==> src/rtl/gcd_sched_pkg.sv <==
// Shared types, default sizes and request-bus slicing helper for the GCD engine scheduler.
package gcd_sched_pkg;

  typedef enum logic {
    IDLE = 1'b0,
    WAIT = 1'b1
  } state_t;

  localparam int DEF_NUM_REQ = 4;
  localparam int DEF_DATA_W  = 16;

  // LSB of requester idx's {a, b} field within the flat request data bus.
  function automatic int req_lsb(input int idx, input int data_w);
    return idx * 2 * data_w;
  endfunction

endpackage

==> src/rtl/rr_arbiter.sv <==
// Combinational round-robin arbiter: first asserted request at or after ptr wins.
module rr_arbiter #(
  parameter int N  = 4,
  parameter int IW = $clog2(N)
) (
  input  logic [N-1:0]  req,
  input  logic [IW-1:0] ptr,
  output logic [N-1:0]  gnt,
  output logic [IW-1:0] idx,
  output logic          any
);

  logic [IW-1:0] cand;

  always_comb begin
    gnt  = '0;
    idx  = '0;
    any  = 1'b0;
    cand = '0;
    for (int k = 0; k < N; k++) begin
      cand = IW'((int'(ptr) + k) % N);
      if (!any && req[cand]) begin
        any       = 1'b1;
        idx       = cand;
        gnt[cand] = 1'b1;
      end
    end
  end

endmodule

==> src/rtl/gcd_sched.sv <==
// Round-robin scheduler sharing one GCD engine among NUM_REQ requesters, with per-requester response slots.
// Define GCD_SCHED_BYPASS_EN to complete requests with a zero operand locally (result a|b) without the engine.
module gcd_sched
  import gcd_sched_pkg::*;
#(
  parameter int NUM_REQ = DEF_NUM_REQ,
  parameter int DATA_W  = DEF_DATA_W
) (
  input  logic                          clk,
  input  logic                          reset,
  input  logic [NUM_REQ-1:0]            io_req_valid,
  input  logic [NUM_REQ*2*DATA_W-1:0]   io_req_data,
  output logic [NUM_REQ-1:0]            io_req_ready,
  output logic [NUM_REQ-1:0]            io_rsp_valid,
  output logic [NUM_REQ*DATA_W-1:0]     io_rsp_data,
  input  logic [NUM_REQ-1:0]            io_rsp_ready,
  output logic                          io_eng_in_valid,
  output logic [2*DATA_W-1:0]           io_eng_in_data,
  input  logic                          io_eng_in_ready,
  input  logic                          io_eng_out_valid,
  input  logic [DATA_W-1:0]             io_eng_out_data,
  output logic                          io_busy
);

  localparam int IW = $clog2(NUM_REQ);

  state_t                         state, state_nxt;
  logic [IW-1:0]                  rr_ptr, owner, win_idx;
  logic [NUM_REQ-1:0]             slot_full, elig, win_gnt;
  logic [NUM_REQ-1:0][DATA_W-1:0] slot;
  logic                           win_any, bypass, accept, issue;
  logic [2*DATA_W-1:0]            win_data;

  // Registered slot_full: a slot draining this cycle still blocks its owner.
  assign elig = io_req_valid & ~slot_full;

  rr_arbiter #(.N(NUM_REQ), .IW(IW)) u_arb (
    .req (elig),
    .ptr (rr_ptr),
    .gnt (win_gnt),
    .idx (win_idx),
    .any (win_any)
  );

  assign win_data = io_req_data[req_lsb(int'(win_idx), DATA_W) +: 2*DATA_W];

`ifdef GCD_SCHED_BYPASS_EN
  logic [DATA_W-1:0] win_a, win_b;
  assign win_a  = win_data[2*DATA_W-1:DATA_W];
  assign win_b  = win_data[DATA_W-1:0];
  assign bypass = win_any && ((win_a == '0) || (win_b == '0));
`else
  assign bypass = 1'b0;
`endif

  assign io_eng_in_data = win_data;
  assign io_rsp_valid   = slot_full;
  assign io_rsp_data    = slot;
  assign io_busy        = (state == WAIT);

  // Handshake outputs are combinational, so reset gates them to keep them low asynchronously.
  always_comb begin
    state_nxt       = state;
    io_eng_in_valid = 1'b0;
    io_req_ready    = '0;
    accept          = 1'b0;
    issue           = 1'b0;
    if (!reset) begin
      case (state)
        IDLE: begin
          if (win_any) begin
            if (bypass) begin
              io_req_ready = win_gnt;
              accept       = 1'b1;
            end else begin
              io_eng_in_valid = 1'b1;
              if (io_eng_in_ready) begin
                io_req_ready = win_gnt;
                accept       = 1'b1;
                issue        = 1'b1;
                state_nxt    = WAIT;
              end
            end
          end
        end
        WAIT: begin
          if (io_eng_out_valid) state_nxt = IDLE;
        end
        default: state_nxt = IDLE;
      endcase
    end
  end

  always_ff @(posedge clk or posedge reset) begin
    if (reset) begin
      state     <= IDLE;
      rr_ptr    <= '0;
      owner     <= '0;
      slot      <= '0;
      slot_full <= '0;
    end else begin
      state <= state_nxt;
      if (accept) rr_ptr <= IW'((int'(win_idx) + 1) % NUM_REQ);
      if (issue)  owner  <= win_idx;
      slot_full <= slot_full & ~io_rsp_ready;
      // Fill never collides with a drain: the owner was granted with its slot empty.
      if ((state == WAIT) && io_eng_out_valid) begin
        slot[owner]      <= io_eng_out_data;
        slot_full[owner] <= 1'b1;
      end
`ifdef GCD_SCHED_BYPASS_EN
      if (accept && bypass) begin
        slot[win_idx]      <= win_a | win_b;
        slot_full[win_idx] <= 1'b1;
      end
`endif
    end
  end

endmodule

==> config.mk <==
export PLATFORM = sky130hd
export DESIGN_NAME = gcd_sched
export DESIGN_NICKNAME = d
export VERILOG_FILES = /design/src/rtl/gcd_sched_pkg.sv /design/src/rtl/rr_arbiter.sv /design/src/rtl/gcd_sched.sv
export SDC_FILE = /design/constraint.sdc
export NUM_CORES = 1
export LEC_CHECK = 0
export ABC_AREA = 1
export ABC_CLOCK_PERIOD_IN_PS = 8100
export CAP_MARGIN = 0
export CORE_MARGIN = 3
export CORE_UTILIZATION = 44
export CTS_BUF_LIST = sky130_fd_sc_hd__clkbuf_4 sky130_fd_sc_hd__clkbuf_8
export DETAILED_ROUTE_END_ITERATION = 16
export HOLD_SLACK_MARGIN = 0.03
export PLACE_DENSITY = 0.86
export SLEW_MARGIN = 20
export SYNTH_ARGS = -nofsm -noshare
export SYNTH_HDL_FRONTEND = slang
export SYNTH_SLANG_ARGS = --single-unit
==> constraint.sdc <==
create_clock -name clk -period 8.1 [get_ports clk]
set_input_delay 1.62 -clock clk [delete_from_list [all_inputs] [get_ports clk]]
set_output_delay 1.62 -clock clk [all_outputs]
set_load 0.01 [all_outputs]
==> reports/results.md <==
- Lkg Pwr: 0.00364 uW
- top cells by instance count after synthesis: sky130_fd_sc_hd__nand2_1, sky130_fd_sc_hd__inv_1, sky130_fd_sc_hd__nand3_1
- most common flop cell mapped by yosys: sky130_fd_sc_hd__dfrtp_1
- most frequently used cell type in the post-synthesis netlist: sky130_fd_sc_hd__nand2_1
- clock transition time at the flip-flop clock pins of the worst setup and hold paths: 0.07 ns
- mux share of post-synthesis cell area: 0
- Clock Tree Buf Depth: 2
- Hold Worst Slack: 0.488 ns
- Final nets: 1072
- area added between synthesis and finish: 58.2%
- area of the placeable core: 10500 sq um
- number of global-route vias before repair: 5161
- post-synth top area share: 0.379
- CTS resizes: 0
- worst IR drop on VDD: 0.345 mV
- CTS tree: built
- initial drt markers: 596
- initial antenna violation count: 0
- number of warning messages in the yosys log: 0
- ratio of total power to cell area: 475 nW/um^2
- share of synthesized cell area in full adder, half adder and majority cells: 0.0207
- xor-xnor portion of the synthesized cell area: 0
- async set-or-reset flop fraction in the synthesized netlist: 1.00
- synthesized net count: 839
- unrepaired setup endpoints after global routing: no
- post-synthesis area per instance: 7.15 sq um
- # diodes: 0
- number of iterations in the first detailed-routing pass: 6
- leading area contributor after synthesis: sky130_fd_sc_hd__dfrtp_1
- Compound-Gate Fraction of Synth Area: 0.0905
- antenna-violating nets left: 0
- num ports: 262
- data required time at the worst endpoint: 6.48 ns
- WL final: 16900 um
- share of post-route cells with drive strength above 1: 0.0438
- clock network latency to the later pin of the worst-skew pair: 0.36 ns
- total negative slack for setup checks: 0 ns
- sequential cell area fraction in the yosys report: 0.379
- total of max-cap violations: 0
- top fanout value on the critical path: 33
- FP Rows: 37
- Setup Skew: 0.0168 ns
- cell at the root of the clock tree: sky130_fd_sc_hd__clkbuf_8
- number of distinct library cells after synthesis: 24
- number of vias per cell after detailed routing: 5.13
- Final Wtd Congestion: 0.987
- Max Clock Freq: 0.156 GHz
- number of endpoints failing setup at the final stage: 0
- total standard cell area after synthesis: 4820 sq um
- run status: complete, no violations
- dpl cell area: 7370 sq um
- half-perimeter wire length of the detailed placement result: 12600 um
- CTS buffer count: 9
- DRC: 0
- remaining global-route overflow: 0
- final count of hold timing violations: 0
- crit path capture type: primary output
- share of synthesized cell area in and, or, nand and nor gates: 0.380
- class of the tightest hold or removal check: reg2reg
- total setup buffers inserted after CTS: 0
- wire length of the first global-routing pass: 27200 um
- count of final max-slew check failures: 0
- H-tree level count: 3
- number of enable-type register cells in the synthesized netlist: 0
- number of buffers added to fix hold violations after cts: 0
- top post-synthesis cells by area: sky130_fd_sc_hd__dfrtp_1, sky130_fd_sc_hd__nand2_1, sky130_fd_sc_hd__nand3b_1, sky130_fd_sc_hd__nand3_1, sky130_fd_sc_hd__inv_1
- # port buffers: 261
- total number of vias: 5377
- transition at the pin with the smallest max-transition slack: 1.02 ns
- count of filler cells inserted in the layout: 801
- Avg WL per Cell: 16.1 um
- total track usage: 0.271
- largest net degree at the start of global routing: 75
- clock net sink count: 73
- dominant combinational cell family by area after synthesis: simple AND/OR/NAND/NOR gates
- CP arrival: 4.81 ns
- CP Class: in2out
- flip-flop and latch count after synthesis: 73
- final period utilization: 0.794
- Die Area: 12300 sq um
- die width: 111 um
- final period demand of the worst path: 6.43 ns
- Initial Utilization: 0.459
- kind of start point of the critical path: input port
- number of standard cells after synthesis: 675
- die extent in y: 111 um
- relative slew slack: 0.319
- post-route cell area: 7630 sq um
-- stage by stage --
| stage | instances | setup WS (ns) | utilization | power, uW |
|---|---|---|---|---|
| after detailed placement | 1033 | 1.74 | 0.701 | 3270 |
| after CTS | 1049 | 1.74 | 0.725 | 3630 |
| after global placement | 1033 | 1.83 | 0.701 | 3200 |
| after global routing | 1049 | 1.50 | 0.726 | 3900 |
| after floorplan | 675 | 3.72 | - | 2130 |
| final | 1049 | 1.67 | 0.726 | 3630 |
-- flip-flops by register name, indices dropped and copies added (netlist names) --
| signal | count |
|---|---|
| io_rsp_data | 64 |
| owner | 2 |
| rr_ptr | 2 |
| io_busy | 1 |
| io_rsp_valid | 4 |
-- critical path, cell delays in order --
cell,delay [ns]
sky130_fd_sc_hd__clkdlybuf4s50_1,0.45
sky130_fd_sc_hd__nand3_1,0.16
sky130_fd_sc_hd__nand3_1,0.13
sky130_fd_sc_hd__nand2_2,0.27
sky130_fd_sc_hd__nand3_2,0.20
sky130_fd_sc_hd__nand2_1,0.11
sky130_fd_sc_hd__nand2_2,0.08
sky130_fd_sc_hd__a21oi_4,0.75
sky130_fd_sc_hd__nand3_1,0.33
sky130_fd_sc_hd__nand2_1,0.16
sky130_fd_sc_hd__clkdlybuf4s50_1,0.54
-- final timing paths --
check | slack (ns) | cells after the start | endpoint | start
max | 1.67 | 11 | io_eng_in_data[15] | io_req_valid[1]
min | 0.49 | 2 | io_rsp_data[23]$_DFFE_PP0P_ | io_rsp_data[23]$_DFFE_PP0P_
max reg2reg | 5.02 | 11 | rr_ptr[1]$_DFFE_PP0P_ | rr_ptr[0]$_DFFE_PP0P_
min reg2reg | 0.49 | 2 | io_rsp_data[23]$_DFFE_PP0P_ | io_rsp_data[23]$_DFFE_PP0P_
max in group asynchronous | 5.62 | 3 | io_rsp_data[33]$_DFFE_PP0P_ | reset
min in group asynchronous | 1.89 | 3 | rr_ptr[0]$_DFFE_PP0P_ | reset
-- layer usage --
| metal | global-route usage | share of wire |
|---|---|---|
| met4 | 0.125 | 0.046 |
| met2 | 0.452 | 0.49 |
| met3 | 0.0617 | 0.065 |
| met5 | 0 | 0 |
| met1 | 0.333 | 0.40 |
-- logic make-up (layout without fill, tap and decap cells) --
group | Yosys count | count (layout)
AOI/OAI and AO/OA | 83 | 83
and+or+nand+nor | 373 | 373
DFF | 73 | 73
adders and majority gates | 8 | 8
buffers and inverters | 138 | 376
-- cells in the final DEF (no fill, tap or decap) --
master,count
sky130_fd_sc_hd__clkinvlp_4,1
sky130_fd_sc_hd__a21oi_4,1
sky130_fd_sc_hd__nand4_1,3
sky130_fd_sc_hd__a21oi_1,8
sky130_fd_sc_hd__nand3_1,84
sky130_fd_sc_hd__nand3b_1,64
sky130_fd_sc_hd__nand2_4,2
sky130_fd_sc_hd__inv_1,93
sky130_fd_sc_hd__a21boi_0,1
sky130_fd_sc_hd__clkbuf_8,9
sky130_fd_sc_hd__clkinv_4,1
sky130_fd_sc_hd__inv_6,3
sky130_fd_sc_hd__nand2_2,5
sky130_fd_sc_hd__buf_4,3
sky130_fd_sc_hd__dfrtp_1,73
sky130_fd_sc_hd__nand4_4,1
sky130_fd_sc_hd__clkdlybuf4s50_1,261
sky130_fd_sc_hd__inv_2,2
sky130_fd_sc_hd__nor2_2,1
sky130_fd_sc_hd__o21ai_0,70
sky130_fd_sc_hd__ha_1,8
sky130_fd_sc_hd__bufinv_16,3
sky130_fd_sc_hd__nand2_1,194
sky130_fd_sc_hd__o211ai_1,3
sky130_fd_sc_hd__nand3_2,8
sky130_fd_sc_hd__nor2_1,11
-- cell type report --
| cell class | count | area, sq um | area share |
|---|---|---|---|
| Clock inverter | 7 | 124 | 0.0162 |
| Timing Repair Buffer | 264 | 2640 | 0.345 |
| Inverter | 96 | 365 | 0.0479 |
| Tap cell | 136 | 170 | 0.0223 |
| Clock buffer | 9 | 124 | 0.0162 |
| Sequential cell | 73 | 1830 | 0.239 |
| Multi-Input combinational cell | 464 | 2390 | 0.313 |
-- where the power goes --
group,switching (uW),internal [uW]
clock,142,207
sequential,107,517
combinational,1450,1200
Note: power is estimated with default switching activity, not from simulation.
